==> config.mk <==
export PLATFORM = sky130hd
export DESIGN_NAME = byte_word_packer
export DESIGN_NICKNAME = d
export VERILOG_FILES = /design/src/rtl/byte_word_packer_pkg.sv /design/src/rtl/byte_word_packer_out.sv /design/src/rtl/byte_word_packer.sv
export SDC_FILE = /design/constraint.sdc
export NUM_CORES = 1
export LEC_CHECK = 0
export ABC_AREA = 1
export CAP_MARGIN = 20
export CELL_PAD_IN_SITES_DETAIL_PLACEMENT = 0
export CELL_PAD_IN_SITES_GLOBAL_PLACEMENT = 1
export CORE_ASPECT_RATIO = 0.75
export CORE_UTILIZATION = 36
export DETAILED_ROUTE_END_ITERATION = 10
export HOLD_SLACK_MARGIN = 0.08
export PLACE_DENSITY_LB_ADDON = 0.1
export SLEW_MARGIN = 30
export SYNTH_ARGS = -nofsm -noshare
export SYNTH_HDL_FRONTEND = slang
export SYNTH_HIERARCHICAL = 1
export SYNTH_SLANG_ARGS = --single-unit
==> constraint.sdc <==
create_clock -name clock -period 1.6 [get_ports clock]
set_input_delay 0.32 -clock clock [delete_from_list [all_inputs] [get_ports clock]]
set_output_delay 0.32 -clock clock [all_outputs]
set_load 0.01 [all_outputs]
==> src/rtl/byte_word_packer_pkg.sv <==
// Shared constants and helpers for the byte-to-word packer and its consumers.
package byte_word_packer_pkg;

  localparam int IN_W  = 8;
  localparam int OUT_W = 32;
  localparam int LANES = 4;
  localparam int IDX_W = 2;

  // Byte lane that the idx-th byte of a word occupies.
  function automatic logic [IDX_W-1:0] lane_sel(input logic [IDX_W-1:0] idx,
                                                input logic             msb_first);
    logic [IDX_W-1:0] lane;
    if (msb_first) begin
      lane = 2'd3 - idx;
    end else begin
      lane = idx;
    end
    return lane;
  endfunction

  // Number of valid bytes described by a keep mask.
  function automatic logic [2:0] keep_count(input logic [LANES-1:0] keep);
    logic [2:0] cnt;
    cnt = 3'd0;
    for (int i = 0; i < LANES; i++) begin
      cnt = cnt + {2'b00, keep[i]};
    end
    return cnt;
  endfunction

endpackage

==> src/rtl/byte_word_packer_out.sv <==
// Output holding register for packed words: valid/ready hold, backpressure to
// the byte side and the completed-handshake counter.
import byte_word_packer_pkg::*;

module packer_out_stage #(
  parameter int CNT_W = 16
) (
  input  logic             clock,
  input  logic             reset,
  input  logic             load,
  input  logic [OUT_W-1:0] load_bits,
  input  logic [LANES-1:0] load_keep,
  input  logic             load_last,
  input  logic             out_ready,
  output logic             out_valid,
  output logic [OUT_W-1:0] out_bits,
  output logic [LANES-1:0] out_keep,
  output logic             out_last,
  output logic [CNT_W-1:0] words,
  output logic             in_ready
);

  logic out_fire_s;

  // Handshake detect and upstream ready; a new word may load in the same
  // cycle the held one drains.
  always_comb begin
    out_fire_s = out_valid && out_ready;
    if (reset) begin
      in_ready = 1'b0;
    end else begin
      in_ready = !out_valid || out_ready;
    end
  end

  // Holding register and word counter.
  always_ff @(posedge clock or posedge reset) begin
    if (reset) begin
      out_valid <= 1'b0;
      out_bits  <= '0;
      out_keep  <= '0;
      out_last  <= 1'b0;
      words     <= '0;
    end else begin
      if (out_fire_s) begin
        words <= words + CNT_W'(1);
      end else begin
        words <= words;
      end
      if (load) begin
        out_valid <= 1'b1;
        out_bits  <= load_bits;
        out_keep  <= load_keep;
        out_last  <= load_last;
      end else if (out_fire_s) begin
        out_valid <= 1'b0;
      end else begin
        out_valid <= out_valid;
      end
    end
  end

endmodule

==> src/rtl/byte_word_packer.sv <==
// Packs a ready/valid byte stream into 32-bit words with a keep mask; a word
// closes after four bytes or on an early last marker.
import byte_word_packer_pkg::*;

module byte_word_packer #(
  parameter int MSB_FIRST = 0,
  parameter int CNT_W     = 16
) (
  input  logic             clock,
  input  logic             reset,
  input  logic             io_in_valid,
  output logic             io_in_ready,
  input  logic [IN_W-1:0]  io_in_bits,
  input  logic             io_in_last,
  output logic             io_out_valid,
  input  logic             io_out_ready,
  output logic [OUT_W-1:0] io_out_bits,
  output logic [LANES-1:0] io_out_keep,
  output logic             io_out_last,
  output logic [CNT_W-1:0] io_words
);

  localparam bit MSB = (MSB_FIRST != 0);

  logic [OUT_W-1:0] acc_r;
  logic [LANES-1:0] kacc_r;
  logic [IDX_W-1:0] idx_r;

  logic [IDX_W-1:0] lane_s;
  logic [OUT_W-1:0] merged_acc_s;
  logic [LANES-1:0] merged_kacc_s;
  logic             in_ready_s;
  logic             in_fire_s;
  logic             close_s;

  // Merge the incoming byte into its lane so a closing byte is part of the word.
  always_comb begin
    lane_s                          = lane_sel(idx_r, MSB);
    merged_acc_s                    = acc_r;
    merged_kacc_s                   = kacc_r;
    merged_acc_s[IN_W*lane_s +: IN_W] = io_in_bits;
    merged_kacc_s[lane_s]           = 1'b1;
    in_fire_s                       = io_in_valid && in_ready_s;
    close_s                         = in_fire_s && ((idx_r == 2'd3) || io_in_last);
  end

  // Accumulator, keep mask and lane index.
  always_ff @(posedge clock or posedge reset) begin
    if (reset) begin
      acc_r  <= '0;
      kacc_r <= '0;
      idx_r  <= '0;
    end else if (close_s) begin
      acc_r  <= '0;
      kacc_r <= '0;
      idx_r  <= '0;
    end else if (in_fire_s) begin
      acc_r  <= merged_acc_s;
      kacc_r <= merged_kacc_s;
      idx_r  <= idx_r + 2'd1;
    end else begin
      acc_r  <= acc_r;
      kacc_r <= kacc_r;
      idx_r  <= idx_r;
    end
  end

  packer_out_stage #(
    .CNT_W (CNT_W)
  ) u_out (
    .clock     (clock),
    .reset     (reset),
    .load      (close_s),
    .load_bits (merged_acc_s),
    .load_keep (merged_kacc_s),
    .load_last (io_in_last),
    .out_ready (io_out_ready),
    .out_valid (io_out_valid),
    .out_bits  (io_out_bits),
    .out_keep  (io_out_keep),
    .out_last  (io_out_last),
    .words     (io_words),
    .in_ready  (in_ready_s)
  );

  assign io_in_ready = in_ready_s;

endmodule

==> summary.txt <==
Outcome
  • Status: complete, no violations

Floorplan
  • Row Count: 34
  • DIE AREA: 0.01270 sq mm
  • Starting Density: 0.3755
  • Core footprint: ~0.012 sq mm
  • # IOs: between 60 and 70
  • Die Ht: 97.85 um
  • Die Wd: 129.8 um

Synthesis
  • Largest family of logic cells by synthesized area: simple AND/OR/NAND/NOR gates
  • Netlist area before placement: between 0.004 and 0.005 sq mm
  • Mapped Cells: 566
  • Register area share after synthesis: 0.5221
  • Top cell type's share of synthesized area: 0.5221
  • Synth top area cells: dfrtp_1 52%, nand2_1 26%, inv_1 2.8%
  • Syn Area/Cell: 7.790 sq um
  • XOR/XNOR Fraction of Synth Area: 0.01561
  • Area share of and/or/nand/nor cells after synthesis: 0.3590
  • Largest area contributor in the netlist: dfrtp_1
  • Synth warn: 6
  • Mux cell area share after synthesis: 0.002554
  • Compound-Gate Fraction of Synth Area: 0.02072
  • Unique masters post-synth: 28
  • Syn_nets: between 500 and 600
  • Register bit total from synthesis: 92
  • Post-synthesis adder-cell area fraction: 0.02554

STA
  • Period utilization: 0.9733
  • RSZ-0062 raised after global routing: yes
  • Fmax: approximately 640 MHz
  • Final Setup Violations: 0
  • Worst Skew: 0.006625 ns
  • Max-slew headroom: 0.7842
  • Final Hold Viols: 0
  • Hold_ws: 0.4661 ns
  • Final WS setup: 0.04272 ns
  • Fin crit period: between 1.5 and 2 ns
  • Worst-margin pin slew: 0.3213 ns
  • Fin. max-slew vios: 0

Finish
  • Leading cell types in the layout, fill and taps excluded: 310 x nand2_1, 91 x dfrtp_1, 52 x clkdlybuf4s50_1, 31 x buf_4, 27 x inv_1
  • Area delta synth->final: 33.71%
  • Fin area: 0.005896 sq mm
  • Core Util, Final: 0.5021
  • Final Non-Filler Cells: 831
  • Fraction of layout cells with a size suffix above 1: 0.1390
  • Nets: 686
  • Antenna diodes: 0
  • Most common cell after layout, fill and taps aside: nand2_1

Setup path
  • Worst EP arrival: 1.24 ns
  • Worst path slowest cell: clkdlybuf4s50_1
  • Critical Path End Type: primary output
  • Worst setup path class: flop to primary output
  • Worst Path Buf+Inv: 1
  • CP Data Required Time: 1.28 ns
  • Launch point of the worst path: u_out/out_bits[11]$_DFFE_PP0P_
  • Top delay family on crit path: buffers and inverters
  • Max stage delay on crit path: between 0.5 and 0.6 ns
  • Worst-path cell chain: clkdlybuf4s50_1
  • CP Launch Type: flop
  • Reg2Reg Launch Point: idx_r[0]$_DFFE_PP0P_
  • Largest fanout on the critical path: 2

Clock tree
  • H-tree depth: 3
  • Clock Sinks: a little over 90
  • Clock Tree Buf Depth: 2
  • CTS buffer count: 9
  • Clock root buffer: clkbuf_16
  • Clock transition at path regs: 0.06 ns
  • Worst skew pair latency: 0.34 ns
  • CTS tree: built

GRT
  • Vias in the first global route: 3,673
  • Initial antenna violation count: 0
  • Pin count of the biggest net entering global routing: between 50 and 60
  • First-pass GRT wire length: between 15 and 20 mm
  • Total track usage: 0.1861
  • Total grt overflow: 0

Detailed routing
  • DR vias: 3,854
  • Antenna Violating Nets Remaining: 0
  • Routed WL: 11.16 mm
  • DRT Pass-1 Iters: 4
  • DRC violations left: 0
  • Vias per cell: roughly 4.6
  • First DRT Iteration DRCs: 257
  • Routed wire per std cell: 13.43 um

Power
  • Maximum vdd drop: ~0.62 mV
  • P per Cell Area: 1112 mW/mm^2
  • Leakage power: ~3.3 nW

Placement
  • Port Buffers: 67
  • Total placed cells including tap cells: about 800
  • Final GP Congestion: 0.8626
  • Worst slack, placed: -0.4060 ns
  • Post-Place Cell Area: 0.005460 sq mm
  • HPWL after DPL: 7.833 mm

Job
  • Max Cap Violations: 0

Hold path
  • Hold Crit Start: u_out/out_bits[12]$_DFFE_PP0P_
  • HP Class: flop to flop
## final timing paths
kind | slack, ns | cells past startpoint | endpoint
min in group asynchronous | 0.54 | 4 | acc_r[12]$_DFFE_PP0P_
setup reg to reg | 0.07 | 7 | acc_r[25]$_DFFE_PP0P_
hold reg to reg | 0.47 | 2 | u_out/out_bits[12]$_DFFE_PP0P_
max in group asynchronous | 0.81 | 4 | u_out/out_bits[20]$_DFFE_PP0P_
setup / recovery | 0.04 | 1 | io_out_bits[11]
hold / removal | 0.47 | 2 | u_out/out_bits[12]$_DFFE_PP0P_
## timing repair
| item | 4_1_cts | 5_1_grt |
|---|---|---|
| setup buffers | 10 | 0 |
| gates resized for setup | 9 | 27 |
| gates cloned | 0 | 1 |
| hold buffers | 0 | 0 |
| pin swaps | 0 | 0 |
| setup endpoints to repair | 52 | 69 |
| hold endpoints to repair | 0 | 0 |
## where the power goes
| part | internal, W | switching [W] | leakage (nW) |
|---|---|---|---|
| Sequential | 0.00258 | 0.000155 | 1.25 |
| Combinational | 0.000841 | 0.00102 | 1.91 |
| Clock | 0.00110 | 0.000860 | 0.124 |
| Total | 0.00453 | 0.00203 | 3.29 |
## synthesized netlist by cell type (all sizes together)
cell type and number:
inv 40, nand4 15, nor2 31, xor2 4
a21oi 4, clkbuf 4, ha 9, or2 1
nand3 16, o21ai 13, nand3b 1, nand2 316
dfrtp 92, nor3 1, o22ai 1, buf 14
xnor2 3, mux2 1
## state kept, by name (all words and copies together), names as in the netlist
name	cells
u_out/words	16
u_out/out_keep	4
acc_r	32
kacc_r	4
u_out/out_bits	32
u_out/out_valid	1
idx_r	2
u_out/out_last	1
## logic make-up after synthesis
logic type,after synthesis
AO/OA/AOI/OAI,18
AND/OR/NAND/NOR,381
multiplexers,1
XOR/XNOR,7
adder cells (fa/ha/maj),9
buffers and inverters,58
flip-flops,92
## layer usage
metal / up-vias / global-route usage / wire (um)
met5: - / 0 / 0
met4: 0 / 0.05367 / 114
met3: 11 / 0.03562 / 445
met2: 83 / 0.2661 / 4709
met1: 1825 / 0.2829 / 5889
li1: 1935 / - / -
## tightest hold or removal path, cell delays in order (launching register included)
cell     delay [ns]
dfrtp_1        0.34
nand2_1        0.05
nand2_1        0.04
## cell type report
class | count | area [sq um]
fill | 1182 | 5846
sequential | 92 | 2303
multi-input combinational | 416 | 1913
timing repair buffer | 104 | 1022
clock buffer | 15 | 257.7
tap | 162 | 202.7
inverter | 40 | 180.2
timing repair inverter | 1 | 8.758
clock inverter | 1 | 7.507
## per-stage QoR
| step | setup TNS, ns | total power (W) |
|---|---|---|
| 5_1_grt | -0.4423 | 0.006922 |
| 2_1_floorplan | -0.4486 | 0.003691 |
| 4_1_cts | 0 | 0.006566 |
| 6_report | 0 | 0.006558 |
| 3_3_place_gp | -19.56 | 0.004493 |
| 3_5_place_dp | -21.53 | 0.004519 |
(Power assumes the default switching activity.)
